### config.mk
export PLATFORM = sky130hd
export DESIGN_NAME = bcd_serial_adder
export DESIGN_NICKNAME = d
export VERILOG_FILES = /design/src/rtl/bcd_serial_adder.sv
export SDC_FILE = /design/constraint.sdc
export NUM_CORES = 1
export LEC_CHECK = 0
export CAP_MARGIN = 5
export CORE_MARGIN = 3
export CORE_UTILIZATION = 55
export CTS_BUF_LIST = sky130_fd_sc_hd__clkbuf_8
export CTS_CLUSTER_DIAMETER = 30
export CTS_CLUSTER_SIZE = 16
export DETAILED_ROUTE_END_ITERATION = 10
export DONT_BUFFER_PORTS = 1
export GPL_ROUTABILITY_DRIVEN = 0
export GPL_TIMING_DRIVEN = 0
export PLACE_DENSITY = 0.7
export SKIP_CTS_REPAIR_TIMING = 1
export SLEW_MARGIN = 10
export SYNTH_ARGS = -nofsm -noshare
export SYNTH_HDL_FRONTEND = slang
export SYNTH_SLANG_ARGS = --single-unit
### constraint.sdc
create_clock -name clk -period 7.9 [get_ports clk]
set_clock_uncertainty 0.05 [all_clocks]
set_input_delay 1.58 -clock clk [delete_from_list [all_inputs] [get_ports clk]]
set_output_delay 1.58 -clock clk [all_outputs]
set_load 0.02 [all_outputs]
### src/rtl/bcd_serial_adder.sv
// bcd_serial_adder
// Digit-serial packed-BCD adder. It latches both operands and the carry-in on
// an accepted start, then adds one decimal digit per clock, least-significant
// digit first, using binary add plus a +6 correction when the digit sum
// exceeds 9.
//
// Ports:
//   clk     - rising-edge clock
//   rst     - synchronous, active-high reset; aborts any operation in flight
//   start   - request pulse, only looked at while idle
//   a, b    - packed BCD operands, digit 0 in bits [3:0]
//   cin     - carry into digit 0
//   busy    - high while digits are being summed
//   done    - one-cycle pulse once sum/cout/invalid are final
//   sum     - packed BCD result, held until the next accepted start
//   cout    - carry out of the most-significant digit
//   invalid - sticky flag: an operand digit above 9 was seen in this operation
//
// state | meaning
// IDLE  | waiting for start, results held
// ADD   | summing digit idx this cycle
// FIN   | results final, done pulse
module bcd_serial_adder #(
  parameter int DIGITS = 4
) (
  input  logic                  clk,
  input  logic                  rst,
  input  logic                  start,
  input  logic [4*DIGITS-1:0]   a,
  input  logic [4*DIGITS-1:0]   b,
  input  logic                  cin,
  output logic                  busy,
  output logic                  done,
  output logic [4*DIGITS-1:0]   sum,
  output logic                  cout,
  output logic                  invalid
);

  localparam int IDX_W = (DIGITS > 1) ? $clog2(DIGITS) : 1;
  localparam logic [IDX_W-1:0] LAST_IDX = IDX_W'(DIGITS - 1);

  localparam logic [1:0] IDLE = 2'd0;
  localparam logic [1:0] ADD  = 2'd1;
  localparam logic [1:0] FIN  = 2'd2;

  logic [1:0]          state;
  logic [IDX_W-1:0]    idx;
  logic                carry;
  logic [4*DIGITS-1:0] a_q;
  logic [4*DIGITS-1:0] b_q;

  logic [3:0] a_dig;
  logic [3:0] b_dig;
  logic [5:0] t;
  logic [3:0] dig_out;
  logic       carry_nxt;
  logic       dig_bad;

  // Worst case 15+15+1 = 31, so 6 bits never overflow. The +6 correction is
  // done in 4 bits because only the low nibble of (t+6) is kept.
  always_comb begin
    a_dig     = a_q[4*idx +: 4];
    b_dig     = b_q[4*idx +: 4];
    t         = {2'b00, a_dig} + {2'b00, b_dig} + {5'b0, carry};
    carry_nxt = (t > 6'd9);
    dig_out   = carry_nxt ? (t[3:0] + 4'd6) : t[3:0];
    dig_bad   = (a_dig > 4'd9) || (b_dig > 4'd9);
  end

  assign busy = (state == ADD);
  assign done = (state == FIN);

  always_ff @(posedge clk) begin
    if (rst) begin
      state   <= IDLE;
      idx     <= '0;
      carry   <= 1'b0;
      a_q     <= '0;
      b_q     <= '0;
      sum     <= '0;
      cout    <= 1'b0;
      invalid <= 1'b0;
    end else begin
      case (state)
        IDLE: begin
          if (start) begin
            a_q     <= a;
            b_q     <= b;
            carry   <= cin;
            sum     <= '0;
            cout    <= 1'b0;
            invalid <= 1'b0;
            idx     <= '0;
            state   <= ADD;
          end
        end
        ADD: begin
          sum[4*idx +: 4] <= dig_out;
          carry           <= carry_nxt;
          if (dig_bad) invalid <= 1'b1;
          if (idx == LAST_IDX) begin
            cout  <= carry_nxt;
            state <= FIN;
          end else begin
            idx <= idx + 1'b1;
          end
        end
        FIN: state <= IDLE;
        default: state <= IDLE;
      endcase
    end
  end

endmodule

Word level (Yosys, flattened, before mapping)
Cells that the tools add are included.
Cells by class
  mux-type cells: 17
  equality and inequality tests: 7
  add/sub/neg operators: 5
  reduce and logical (&&, ||, !) cells: 9
  magnitude comparators: 3
  shift-type cells: 4
Operators by type and width (count)
  $neg A4 Y34: 1
  $shift A4 B34 Y16 const A: 1
  $shiftx A4 B34 Y16: 1
  $pmux W16 S2: 1
  $shiftx A16 B5 Y4: 2
  $bwmux W16: 1
  $mux W16: 1
  $reduce_and A3 Y1: 3
  $gt A4 B4 Y1 const B: 2
  $mux W2: 4
  $pmux W2 S2: 2
  $add A5 B1 Y6: 1
  $gt A6 B4 Y1 const B: 1
  $pmux W1 S2: 3
  $reduce_and A2 Y1: 3
  $add A4 B4 Y5: 1
  $add A4 B3 Y4 const B: 1
  $eq A2 B2 Y1 const B: 2
  $mux W1: 4
  $mux W4: 1
  $ne A2 B1 Y1 const B: 2
  $ne A2 B2 Y1 const B: 2
  $add A2 B1 Y2 const B: 1
  $eq A2 B1 Y1 const B: 1
  3 further kinds: 3
Storage, ports and cells
  output and inout port bits: 20
  register bits: 55
  input bits: 36

Logic depth before layout (Yosys ltp)
Gate-level depths: netlist (run 1).
  depth in word-level cells: 8
  depth in mapped cells: 13
  depth with buffers taken out: 10

Least setup slack after synthesis (run 1)
OpenSTA, ideal clock, no wires.
  kind: flip-flop to flip-flop
  start point: register idx[0]
  end point: register sum[6]
  path slack: 4548 ps
  stages on the path, launching flop included: 12
  setup time: 69 ps
  path buffers: 2
  arrival time: 3233 ps
  required time: 7781 ps
  path through: dfxtp_1 -> buf_6 -> buf_12 -> mux4_2 -> fa_1 -> inv_1 -> fa_1 -> ha_1 -> or4_1 -> o22ai_2 -> nor3_2 -> o21ai_1
Between the ends
  word-level cells in the longest chain between the ends: 8
Ends and longest elaborated chain
  start: declaration: line 47  | logic [IDX_W-1:0] idx;
  start signal: assignment: line 105  | idx <= idx + 1'b1;
  $shiftx A16 B5 Y4 (on tied branches): line 62, 63
  $add A4 B4 Y5: line 64  | t = {2'b00, a_dig} + {2'b00, b_dig} + {5'b0, carry};
  $add A5 B1 Y6: line 64
  $gt A6 B4 Y1 / $add A4 B3 Y4 (equally long branches): line 65, 66
  $mux W4: line 66  | dig_out = carry_nxt ? (t[3:0] + 4'd6) : t[3:0];
  $shiftx A4 B34 Y16: line 98  | sum[4*idx +: 4] <= dig_out;
  $bwmux W16 *: line 98
  $pmux W16 S2 *: line 84  | case (state)
  end signal: indexed assignment: line 98
  end: declaration: line 34  | output logic [4*DIGITS-1:0] sum,
Mark *: on every way between the ends. The rest lies on a longest branch, timed or not.
A chain may end at the register's enable or synchronous reset.

Final worst setup path (run 1)
Same ends and word-level chain as after synthesis.

==> results of run 1 <==
==> power groups by stage <==
stage | Clock [mW] | Combinational, mW | Sequential (mW)
4_1_cts | 0.181 | 0.115 | 0.298
3_3_place_gp | 0 | 0.113 | 0.304
6_report | 0.181 | 0.114 | 0.298
3_5_place_dp | 0 | 0.114 | 0.305
2_1_floorplan | 0 | 0.0938 | 0.302
5_1_grt | 0.195 | 0.126 | 0.300
==> through the flow <==
step                utilization [%]  cells
floorplan                         -    303
global placement               59.2    370
detailed placement             59.2    370
CTS                            61.3    377
global route                   61.3    377
finish                         61.3    377
==> metal layers <==
metal / wire (µm) / part of all wire, %
met5: 0 / 0
met4: 84 / 1.4
met3: 365 / 6.2
met2: 2910 / 49
met1: 2550 / 43
==> worst max-delay path: cells and delay by family (launching register included) <==
family	cells	cell delay, ns
adders and majority gates	3	1.28
and+or+nand+nor	2	0.58
muxes	1	0.53
DFF	1	0.40
buffers and inverters	3	0.40
AOI/OAI and AO/OA	2	0.32
==> final cells by class <==
class                   instances  area [µm²]
clock inverters                 2        33.8
clock buffers                   5        68.8
plain buffers                  19         141
inverters                      11        42.5
fillers                       447        1850
multi-input cells             218        1460
flip-flops and latches         55        1100
well taps                      67        83.8
==> cell usage after synthesis, types with 3 or more instances <==
cell	count
ha_1	8
buf_2	5
o21ai_1	6
nand2b_1	3
a22o_1	4
nand2_1	78
a21oi_1	41
nor2_1	13
mux4_2	6
buf_6	5
a22oi_1	3
clkbuf_1	7
dfxtp_1	55
nor3_1	3
o31ai_1	4
inv_1	8
==> state kept, by name, indices dropped and copies added (netlist names) <==
signal   count
sum         16
cout         1
state        2
carry        1
b_q         16
a_q         16
idx          2
invalid      1
==> worst max path at each step <==
| stage | startpoint | to | slack [ns] | cells after the start |
|---|---|---|---|---|
| 2_1_floorplan | idx[0] | sum[6] | 4.55 | 11 |
| 3_3_place_gp | idx[0] | sum[6] | 4.31 | 11 |
| 3_5_place_dp | idx[0] | sum[6] | 4.29 | 11 |
| 4_1_cts | idx[0] | sum[6] | 4.26 | 11 |
| 5_1_grt | idx[0] | sum[6] | 4.14 | 11 |
| 6_report | idx[0] | sum[6] | 4.28 | 11 |
==> cell families after synthesis <==
kind of cell	share of synthesized area (%)
simple gates	19.7
buf+inv	6.69
compound gates	19.5
xor+xnor	1.32
fa+ha+maj	5.10
flops	40.1
mux	7.69
==> results.md, run 1 <==
* Actual slew at the worst max-slew pin at 0.541 ns
* Most used routing layer in global routing: met2
* R2r setup slk at 4.28 ns
* Worst-path cell chain: buf_6 -> buf_12 -> mux4_2 -> fa_1 -> inv_1 -> fa_1 -> ha_1 -> or4_1 -> o22ai_2 -> nor3_2 -> o21ai_1
* Drt drc at 0
* Iteration-0 DRC Markers at 128
* Std-Cell Rows at 25
* Final period util at 45.8%
* Later-pin clock latency in the skew report at 0.30 ns
* Final Net Count at 356
* P&R area growth vs syn at 6.78%
* Relative max-transition margin at 63.9%
* Total Wirelength at 5.91 mm
* Internal power at 0.428 mW
* Core footprint at 4790 µm²
* Antenna viol nets, final at 0
* Status: completed
* Vias at 2078
* Synth Net Count at 349
* Largest net degree at the start of global routing at 16
* Die area at 5880 µm²
* Hold Path Depth at 2
* Hold worst-path end: b_q[11]
* RR Startpoint: idx[0]
* Most used DFF post-synth: dfxtp_1
* Min setup slack post-route at 4.28 ns
* GR Util met1 at 25.7%
* Crit path arrival time at 3.81 ns
* Critical path's slowest cell: mux4_2
* Yosys reg bits at 55
* Hold_ws at 0.408 ns
* NetSw at 0.165 mW
* Post-synth EDFFs at 0
* Comb pwr share at 19.2%
* Worst r2r path cells at 11
* Synth top area cells: dfxtp_1, nand2_1, a21oi_1
* Layout cells sized above 1 at 14.8%
* Initial Utilization at 57.4%
* I/O pin total at 56
* First-pass GRT wire length at 9.87 mm
* Total grt overflow at 0
* Clk slew on worst S/H paths at 0.09 ns
* DP Worst Slack at 4.29 ns
* Switching Share at 27.8%
* Sequential area share after synthesis at 40.1%
* N_diodes at 0
* CTS Buffer Depth at 2
* Wire per inst at 15.7 µm
* CTS root buf: clkbuf_8
* Max cap viols at 0
* Synth Instances at 303
* Critical path type: flop to flop
* Yosys warns at 0
* Clock Sinks at 55
* CP Data Required Time at 8.09 ns
* Reg power frac at 50.3%
* Worst setup EP type: flop
* Post-Syn Area at 2750 µm²
* Critical Path Max Stage Delay at 0.53 ns
* Dpl hpwl at 4.43 mm
* Gr usage total at 20.7%
* Total power at 0.593 mW
* RSZ-0062 raised after global routing: no
* Synthesized area per cell at 9.07 µm²
* Final Cell Area at 2940 µm²
* VDD IR-drop max at 0.135 mV
* Cell variety after synth at 59
* Top-area cell type share of the netlist area at 40.1%
* Power Dens Cells at 202 nW/µm²
* Die Y at 76.7 µm
* Yosys top cell by area: dfxtp_1
* Commonest non-fill, non-tap cell in the layout: nand2_1
* Startpoint types: flop
* M3 GR Usage at 4.81%
* Setup Viol. Count Final at 0
* CP dominant cell by count: fa_1
* Async SR Flop Fraction at 0%
* # H-tree levels at 2
* CTS buffer count at 5
* Met2 GRT Util at 36.1%
* Slew Viols, Final at 0
* Hold Path Class: flop to flop
* Post-DP Area at 2830 µm²
* Period minus WS final at 3.62 ns
* Initial antenna violation count at 0
* Worst R2R End: sum[6]
* TritonCTS clock tree: done
* Die W at 76.7 µm
* Most frequent cells in the layout: nand2_1, dfxtp_1, a21oi_1
* 1st-pass router iterations at 4
* Static leakage at 1.08 nW
* Start point of the worst min-delay path: b_q[11]
* Max Clk Rate at 0.276 GHz
* Setup tns final at 0 ns
* Vias/cell at 5.51
* Port Buffers at 0
* Vias in the first global route at 2063
* Max FO, Critical Path at 10
* Part of the power in the clock network at 30.5%
* Final hold violations at 0
(Power assumes the default switching activity.)
==> run 2: changes to the inputs <==
--- a/config.mk
+++ b/config.mk
@@ -15,7 +15,7 @@
 export DONT_BUFFER_PORTS = 1
 export GPL_ROUTABILITY_DRIVEN = 0
 export GPL_TIMING_DRIVEN = 0
-export PLACE_DENSITY = 0.7
+export PLACE_DENSITY = 0.73
 export SKIP_CTS_REPAIR_TIMING = 1
 export SLEW_MARGIN = 10
 export SYNTH_ARGS = -nofsm -noshare
==> constraint.sdc (replaced) <==
create_clock -name clk -period 3.2 [get_ports clk]
set_clock_uncertainty 0.05 [all_clocks]
set_input_delay 0.64 -clock clk [delete_from_list [all_inputs] [get_ports clk]]
set_output_delay 0.64 -clock clk [all_outputs]
set_load 0.02 [all_outputs]
==> results.md, run 2 (synthesis results as in run 1) <==
* Crit path arrival time at 3.38 ns
* RSZ-0062 raised after global routing: yes
* Most used routing layer in global routing: met2
* RR Startpoint: idx[0]
* Critical Path Max Stage Delay at 0.54 ns
* VDD IR-drop max at 0.293 mV
* Status: completed
* CTS Buffer Depth at 2
* Crit path to: sum[14]
* Number of buffers and inverters on the critical path at 2
* Drt drc at 0
* Die Y at 76.7 µm
* Initial Utilization at 57.4%
* N_diodes at 0
* Worst setup EP type: flop
* Biggest regs: a_q x16, b_q x16, sum x16
* Final Cell Area at 3060 µm²
* Dpl hpwl at 4.53 mm
* First-pass GRT wire length at 10.1 mm
* Commonest non-fill, non-tap cell in the layout: nand2_1
* Max FO, Critical Path at 8
* Most frequent cells in the layout: nand2_1, dfxtp_1, a21oi_1
* Initial antenna violation count at 0
* Critical path type: flop to flop
* TritonCTS clock tree: done
* P&R area growth vs syn at 11.3%
* Vias in the first global route at 2128
* 1st-pass router iterations at 4
* Worst-path cell chain: buf_12 -> mux4_2 -> fa_2 -> inv_2 -> fa_2 -> ha_4 -> or4_4 -> o22ai_4 -> nor3_4 -> o21ai_1
* GR Util met1 at 25.2%
* CP Data Required Time at 3.41 ns
* Worst r2r path cells at 10
* Final period util at 99.0%
* I/O pin total at 56
* CP dominant cell by count: fa_2
* Port Buffers at 0
* Vias/cell at 5.54
* M3 GR Usage at 7.28%
* Total grt overflow at 0
* Actual slew at the worst max-slew pin at 0.479 ns
* Max cap viols at 0
* Wire per inst at 15.4 µm
* Die W at 76.7 µm
* Setup Viol. Count Final at 0
* Antenna viol nets, final at 0
* Max Clk Rate at 0.316 GHz
* # H-tree levels at 2
* R2r setup slk at 0.03 ns
* Static leakage at 1.15 nW
* Post-layout util at 63.9%
* Met2 GRT Util at 36.3%
* Final Net Count at 369
* Die area at 5880 µm²
* Vias at 2168
* CTS buffer count at 5
* Relative max-transition margin at 68.1%
* Final hold violations at 0
* Setup tns final at 0 ns
* Hold Path Class: primary input to flop
* Clock Sinks at 55
* CTS root buf: clkbuf_8
* Total Wirelength at 6.04 mm
* Largest net degree at the start of global routing at 20
* Layout cells sized above 1 at 20.7%
* Crit-path leading delay family: adder cells
* Std-Cell Rows at 25
* Post-DP Area at 2850 µm²
* Period minus WS final at 3.17 ns
* Later-pin clock latency in the skew report at 0.31 ns
* Clk slew on worst S/H paths at 0.11 ns
* Slew Viols, Final at 0
* CP startpoint: idx[0]
* Dpl cells at 370
* Power Dens Cells at 479 nW/µm²
* Startpoint types: flop
* Core footprint at 4790 µm²
* Gr usage total at 21.5%
* Worst R2R End: sum[14]
* Critical path's slowest cell: mux4_2
* Layout Cells excl Fill at 391
* Worst path depth at 10
* Iteration-0 DRC Markers at 114
## run 2: cell count changes in the layout (fill, tap and decap cells not counted), moves of 2 or more
cell,before,now
buf_4,0,14
inv_6,0,2
fa_2,0,2
fa_1,2,0
inv_1,9,7
## run 2: layer usage
layer	up-vias	wire length, µm
li1	1096	-
met1	1014	2640
met2	52	2920
met3	6	403
met4	0	68
met5	-	0
## run 2: metrics by stage
stage          setup slack [ns]  hold slack, ns  total power, mW
4_1_cts                  -0.264           0.385             1.45
3_3_place_gp             -0.193           0.389             1.04
6_report                 0.0326           0.393             1.47
5_1_grt                 -0.0855           0.391             1.54
3_5_place_dp             -0.245           0.394             1.05
2_1_floorplan           0.00384           0.382            0.986
## run 2: worst reg2reg max path, stage by stage, from the launching register on
cell and delay [ns]:
dfxtp_2 0.36, buf_12 0.13, mux4_2 0.54, fa_2 0.40, inv_2 0.07, fa_2 0.50, ha_4 0.25, or4_4 0.43
o22ai_4 0.18, nor3_4 0.07, o21ai_1 0.14
## run 2: worst min path at each step
stage,end,start,slack [ns],cells after the start
2_1_floorplan,b_q[5],b_q[5],0.38,2
6_report,a_q[7],a[7],0.39,2
4_1_cts,a_q[7],a[7],0.38,2
5_1_grt,a_q[3],a[3],0.39,2
3_3_place_gp,b_q[1],b_q[1],0.39,2
3_5_place_dp,b_q[5],b_q[5],0.39,2
## run 2: final cells by class
| class | instances | area, µm² |
|---|---|---|
| inverter | 11 | 42.5 |
| tap | 67 | 83.8 |
| sequential | 55 | 1100 |
| fill | 422 | 1730 |
| clock inverter | 3 | 26.3 |
| multi-input combinational | 218 | 1500 |
| clock buffer | 5 | 68.8 |
| buffer | 18 | 133 |
| timing repair buffer | 14 | 105 |
## run 2: report_power, final
| part | switching [mW] | total, mW | internal, mW |
|---|---|---|---|
| Clock | 0.245 | 0.406 | 0.162 |
| Sequential | 0.0206 | 0.736 | 0.716 |
| Combinational | 0.179 | 0.324 | 0.145 |
| Total | 0.445 | 1.47 | 1.02 |
